==> config.mk <==
export PLATFORM = sky130hd
export DESIGN_NAME = frame_scheduler
export DESIGN_NICKNAME = d
export VERILOG_FILES = /design/src/rtl/frame_sched_pkg.sv /design/src/rtl/frame_sched_channel.sv /design/src/rtl/frame_scheduler.sv
export SDC_FILE = /design/constraint.sdc
export NUM_CORES = 1
export LEC_CHECK = 0
export CORE_MARGIN = 2
export CORE_UTILIZATION = 51
export DETAILED_ROUTE_END_ITERATION = 12
export GPL_ROUTABILITY_DRIVEN = 0
export PLACE_DENSITY = 0.79
export SLEW_MARGIN = 5
export SYNTH_ARGS = -nofsm -noshare
export SYNTH_HDL_FRONTEND = slang
export SYNTH_SLANG_ARGS = --single-unit
==> constraint.sdc <==
create_clock -name clk -period 2 [get_ports clk]
set_input_delay 0.4 -clock clk [delete_from_list [all_inputs] [get_ports clk]]
set_output_delay 0.4 -clock clk [all_outputs]
set_load 0.01 [all_outputs]
==> src/rtl/frame_sched_pkg.sv <==
// Shared constants and helpers for the frame scheduler and its clients
// (game FSM, animation and obstacle-spawn logic).
package frame_sched_pkg;

  // Default clocking: 50 MHz system clock, 60 Hz frame tick.
  localparam int CLK_HZ_DEFAULT  = 50000000;
  localparam int TICK_HZ_DEFAULT = 60;

  // Channel layout shared with the game FSM.
  localparam int NCH_DEFAULT     = 4;
  localparam int SKIP_W_DEFAULT  = 4;
  localparam int FRAME_W_DEFAULT = 16;

  // Width able to hold 0..n-1; never narrower than one bit.
  function automatic int counter_width(input int n);
    if (n <= 2) begin
      return 1;
    end
    return $clog2(n);
  endfunction

endpackage

==> src/rtl/frame_sched_channel.sv <==
// One frame-skip channel: counts frame ticks down from a reloadable skip
// value, pulses when the count is exhausted, and optionally disarms itself.
module frame_sched_channel
  import frame_sched_pkg::*;
#(
  parameter int SKIP_W = SKIP_W_DEFAULT
) (
  input  logic              clk,
  input  logic              reset,
  input  logic              wrap,
  input  logic [SKIP_W-1:0] skip,
  input  logic              oneshot,
  input  logic              restart,
  output logic              tick,
  output logic [SKIP_W-1:0] count,
  output logic              active
);

  logic [SKIP_W-1:0] count_reg;
  logic [SKIP_W-1:0] count_next;
  logic              active_reg;
  logic              active_next;
  logic              tick_reg;
  logic              tick_next;

  // Next-state selection: restart beats a coincident frame wrap, so the
  // frame that arrives together with a re-arm is not counted.
  always_comb begin
    count_next  = count_reg;
    active_next = active_reg;
    tick_next   = 1'b0;
    if (restart) begin
      count_next  = skip;
      active_next = 1'b1;
    end else if (wrap && active_reg) begin
      if (count_reg == '0) begin
        tick_next  = 1'b1;
        count_next = skip;
        if (oneshot) begin
          active_next = 1'b0;
        end
      end else begin
        count_next = count_reg - 1'b1;
      end
    end
  end

  // State registers; reset loads the skip value presented during reset.
  always_ff @(posedge clk) begin
    if (reset) begin
      count_reg  <= skip;
      active_reg <= 1'b1;
      tick_reg   <= 1'b0;
    end else begin
      count_reg  <= count_next;
      active_reg <= active_next;
      tick_reg   <= tick_next;
    end
  end

  assign tick   = tick_reg;
  assign count  = count_reg;
  assign active = active_reg;

endmodule

==> src/rtl/frame_scheduler.sv <==
// Frame scheduler: one shared prescaler produces the frame tick and frame
// number; NCH skip channels divide that tick for game-logic consumers.
module frame_scheduler
  import frame_sched_pkg::*;
#(
  parameter int CLK_HZ  = CLK_HZ_DEFAULT,
  parameter int TICK_HZ = TICK_HZ_DEFAULT,
  parameter int DIV     = CLK_HZ / TICK_HZ,
  parameter int DIV_W   = counter_width(DIV),
  parameter int NCH     = NCH_DEFAULT,
  parameter int SKIP_W  = SKIP_W_DEFAULT,
  parameter int FRAME_W = FRAME_W_DEFAULT
) (
  input  logic                  clk,
  input  logic                  reset,
  input  logic                  enable,
  input  logic [NCH*SKIP_W-1:0] skip,
  input  logic [NCH-1:0]        oneshot,
  input  logic [NCH-1:0]        restart,
  output logic                  frame_tick,
  output logic [FRAME_W-1:0]    frame_num,
  output logic [NCH-1:0]        ch_tick,
  output logic [NCH*SKIP_W-1:0] ch_count,
  output logic [NCH-1:0]        ch_active
);

  localparam logic [DIV_W-1:0] PRESCALE_RELOAD = DIV_W'(DIV - 1);

  logic [DIV_W-1:0]   prescaler_reg;
  logic [DIV_W-1:0]   prescaler_next;
  logic               frame_tick_reg;
  logic [FRAME_W-1:0] frame_num_reg;
  logic [FRAME_W-1:0] frame_num_next;
  logic               wrap;

  // A frame boundary is the enabled cycle on which the prescaler sits at zero.
  assign wrap = enable && (prescaler_reg == '0);

  // Prescaler and frame number advance only while the game is running.
  always_comb begin
    prescaler_next = prescaler_reg;
    frame_num_next = frame_num_reg;
    if (enable) begin
      prescaler_next = wrap ? PRESCALE_RELOAD : prescaler_reg - 1'b1;
    end
    if (wrap) begin
      frame_num_next = frame_num_reg + FRAME_W'(1);
    end
  end

  // Prescaler, registered frame tick and free-running frame counter.
  always_ff @(posedge clk) begin
    if (reset) begin
      prescaler_reg  <= PRESCALE_RELOAD;
      frame_tick_reg <= 1'b0;
      frame_num_reg  <= '0;
    end else begin
      prescaler_reg  <= prescaler_next;
      frame_tick_reg <= wrap;
      frame_num_reg  <= frame_num_next;
    end
  end

  assign frame_tick = frame_tick_reg;
  assign frame_num  = frame_num_reg;

  // One countdown channel per skip slot, all driven by the shared wrap.
  generate
    for (genvar gi = 0; gi < NCH; gi++) begin : g_channel
      frame_sched_channel #(
        .SKIP_W(SKIP_W)
      ) u_channel (
        .clk    (clk),
        .reset  (reset),
        .wrap   (wrap),
        .skip   (skip[gi*SKIP_W +: SKIP_W]),
        .oneshot(oneshot[gi]),
        .restart(restart[gi]),
        .tick   (ch_tick[gi]),
        .count  (ch_count[gi*SKIP_W +: SKIP_W]),
        .active (ch_active[gi])
      );
    end
  endgenerate

endmodule

==> results.ini <==
[outcome]
status = finished clean

[routing]
first_pass_iters = 4
num_vias = 2874
final_antenna_net_count = 0
avgViaCountPerCell = 5.548
drc = 0
postRouteWirelength_microns = 7437
wl_per_cell_microns = 14.36
drt-initial-drc-count = 149

[global_route]
grt_max_degree = 28
antenna_found_initial = 0
grt_pass1_vias = 2763
grt_pass1_wl_microns = 12430
grt_usage_pct = 21.68
grt_overflow_total = 0

[cells_and_area]
nets = 472
largest_register_ffs = 20
nFillCells = 467
final_cell_mix = clkdlybuf4s50_1 (67), dfxtp_1 (43), nand2_1 (37)
final_layout_size_suffix_gt1_share_pct = 16.70
syn_to_final_growth_pct = 35.33
final_common_cell = clkdlybuf4s50_1
finalNonFillerCells = 518
num_antenna_cells = 0
final_cell_area_sq_um = 4294
final_core_util_pct = 72.10

[clock_network]
cts_tree = yes
path_clk_slew_ns = 0.06
cts.sinks = 61
clockBufferDepth = 2
insertion_delay_ns = 0.34
cts_hold_buffers = 0
cts_htree_levels = 3
numCtsBuffers = 9
clock-root-buffer = clkbuf_8

[timing]
worst_pin_slew_ns = 0.5387
relSlewSlack_pct = 63.81
hold_ws_ns = 0.4743
hold_viol_final = 0
setup_ws_ns = 0.03450
rsz0062_at_grt = yes
clock_skew_ns = 0.004932
finalMaxSlewViolations = 0
finalSetupViolations = 0
final.min_clock_period_ns = 1.965
max_freq_ghz = 0.5088
fin_crit_sh_pct = 98.27

[logic_synthesis]
netlist_area_sq_um = 3173
syn_avg_cell_area_sq_um = 9.092
async_reset_ff_share_pct = 0
ys_seq_elements = 61
synth-edff-count = 16
synth_cell_type_count = 46
ys_warn_count = 0
syn_nets = 383
yosysSeqAreaShare_pct = 43.53
ys.flop_type = dfxtp_1
syn_inst = 349

[setup_path]
slowest_stage = o41ai_1
cp.required_ns = 2.21
slowest_delay_ns = 0.40
reg2reg_depth = 7
cp_cell_sequence = inv_1 -> ha_2 -> nor3b_4 -> nand3_1 -> buf_4 -> o41ai_1 -> a21oi_1
endpoint_kind = register
cp_data_arrival_time_ns = 2.17
cp_max_fo = 6
worstSetupPathType = register to register
cp-start-kind = register

[hold_path]
worstHoldPathCells = 2
hold_class = register to register

[power_and_ir_drop]
irDropWorstVdd_uv = 378.1
swShare_pct = 25.11
cellPowerDensity_nw_per_um2 = 609.5
intPower_mw = 1.960
pwr-share-seq_pct = 52.8
power.switching_mw = 0.6573
combPwrFrac_pct = 13.5
p_leak_nw = 1.492
clkPwrFrac_pct = 33.7

[placement]
dpl.hpwl_microns = 5390
pre_cts_ws_ns = -0.2941
dpl_cell_area_sq_um = 4059
portBuffers = 67
dp.cells = 501

[die]
start_util_pct = 53.28
core_area_sq_um = 5956
num_rows = 28
io_pins = 68
die_y_microns = 82.88
die_w_microns = 82.88
dieArea_sq_um = 6868

[flow_run]
maxCapViolations = 0

## worst max-delay path, delay by kind of cell, from the launching register on
kind / cells / cell delay, ns
AND/OR/NAND/NOR: 2 / 0.53
AO/OA/AOI/OAI: 2 / 0.52
flip-flops: 1 / 0.33
buffers and inverters: 2 / 0.29
adder cells (fa/ha/maj): 1 / 0.17
## cell type report
type                            count  area [sq um]  area share (%)
Tap cell                           75         93.84           2.185
Multi-Input combinational cell    253          1675           39.02
Clock buffer                       10         127.6           2.972
Sequential cell                    61          1384           32.23
Timing Repair Buffer              100         934.6           21.77
Clock inverter                      6         30.03          0.6993
Inverter                           13         48.80           1.136
## metal layers
layer | vias up | part of all wire [%] | GRT usage [%]
met1 | 1346 | 46 | 27.67
met2 | 66 | 48 | 35.19
met5 | - | 0 | 0
li1 | 1453 | - | -
met3 | 9 | 4.7 | 6.859
met4 | 0 | 1.2 | 6.557
## Yosys cell counts, drive strengths merged, types with 4 or more instances
cell	n	area share (%)
nand3	15	2.4
nand2	40	4.7
a21oi	22	3.5
buf	13	3.0
inv	13	1.5
nor3	10	1.9
nor2	33	3.9
xor2	5	1.4
and3	5	1.1
o41ai	4	1.1
nor3b	6	1.7
xnor2	12	3.3
nand4	8	1.6
clkbuf	9	1.1
o31ai	14	3.3
dfxtp	45	28
or3	4	0.83
edfxtp	16	15
or4	11	2.6
and4	4	1.2
nand2b	5	0.99
a311oi	4	1.1
nor4	9	3.6
o21ai	17	2.7
o32a	4	1.3
ha	7	2.8
## path summary, 6_finish.rpt
path	startpoint	endpoint	slack, ns
setup / recovery	prescaler_reg[1]$_SDFFE_PP0P_	frame_num[8]$_SDFFE_PP0N_	0.03
hold reg to reg	g_channel[0].u_channel.active$_SDFFE_PP1P_	g_channel[0].u_channel.active$_SDFFE_PP1P_	0.47
hold / removal	g_channel[0].u_channel.active$_SDFFE_PP1P_	g_channel[0].u_channel.active$_SDFFE_PP1P_	0.47
setup reg to reg	prescaler_reg[1]$_SDFFE_PP0P_	frame_num[8]$_SDFFE_PP0N_	0.03
## cells by family (layout without fill, tap and decap cells)
family                   count (synthesis)  after routing  share of synthesized area [%]
AND/OR/NAND/NOR                        160            160                          29.30
AO/OA/AOI/OAI                           67             67                          13.37
flip-flops                              61             61                          43.53
buffers and inverters                   35            129                          5.678
XOR/XNOR                                17             17                          4.692
adder cells (fa/ha/maj)                  7              7                          2.760
multiplexers                             2              2                         0.6703
## through the flow
step | TNS (ns) | total power [mW]
2_1_floorplan | 0 | 1.567
3_3_place_gp | -6.570 | 1.743
3_5_place_dp | -8.655 | 1.752
4_1_cts | 0 | 2.628
5_1_grt | -0.07957 | 2.742
6_report | 0 | 2.617
## power by group through the flow
stage / clock [mW] / combinational, mW / sequential [mW]
after floorplan: 0 / 0.154 / 1.41
after global placement: 0 / 0.340 / 1.40
after detailed placement: 0 / 0.347 / 1.41
after CTS: 0.898 / 0.352 / 1.38
after global routing: 0.961 / 0.392 / 1.39
final: 0.881 / 0.354 / 1.38
## timing repair
action / CTS / global route
buffers inserted: 0 / 1
endpoints found under the setup margin: 2 / 25
pin swaps: 0 / 4
resized for setup: 1 / 17
(Power assumes the default switching activity.)
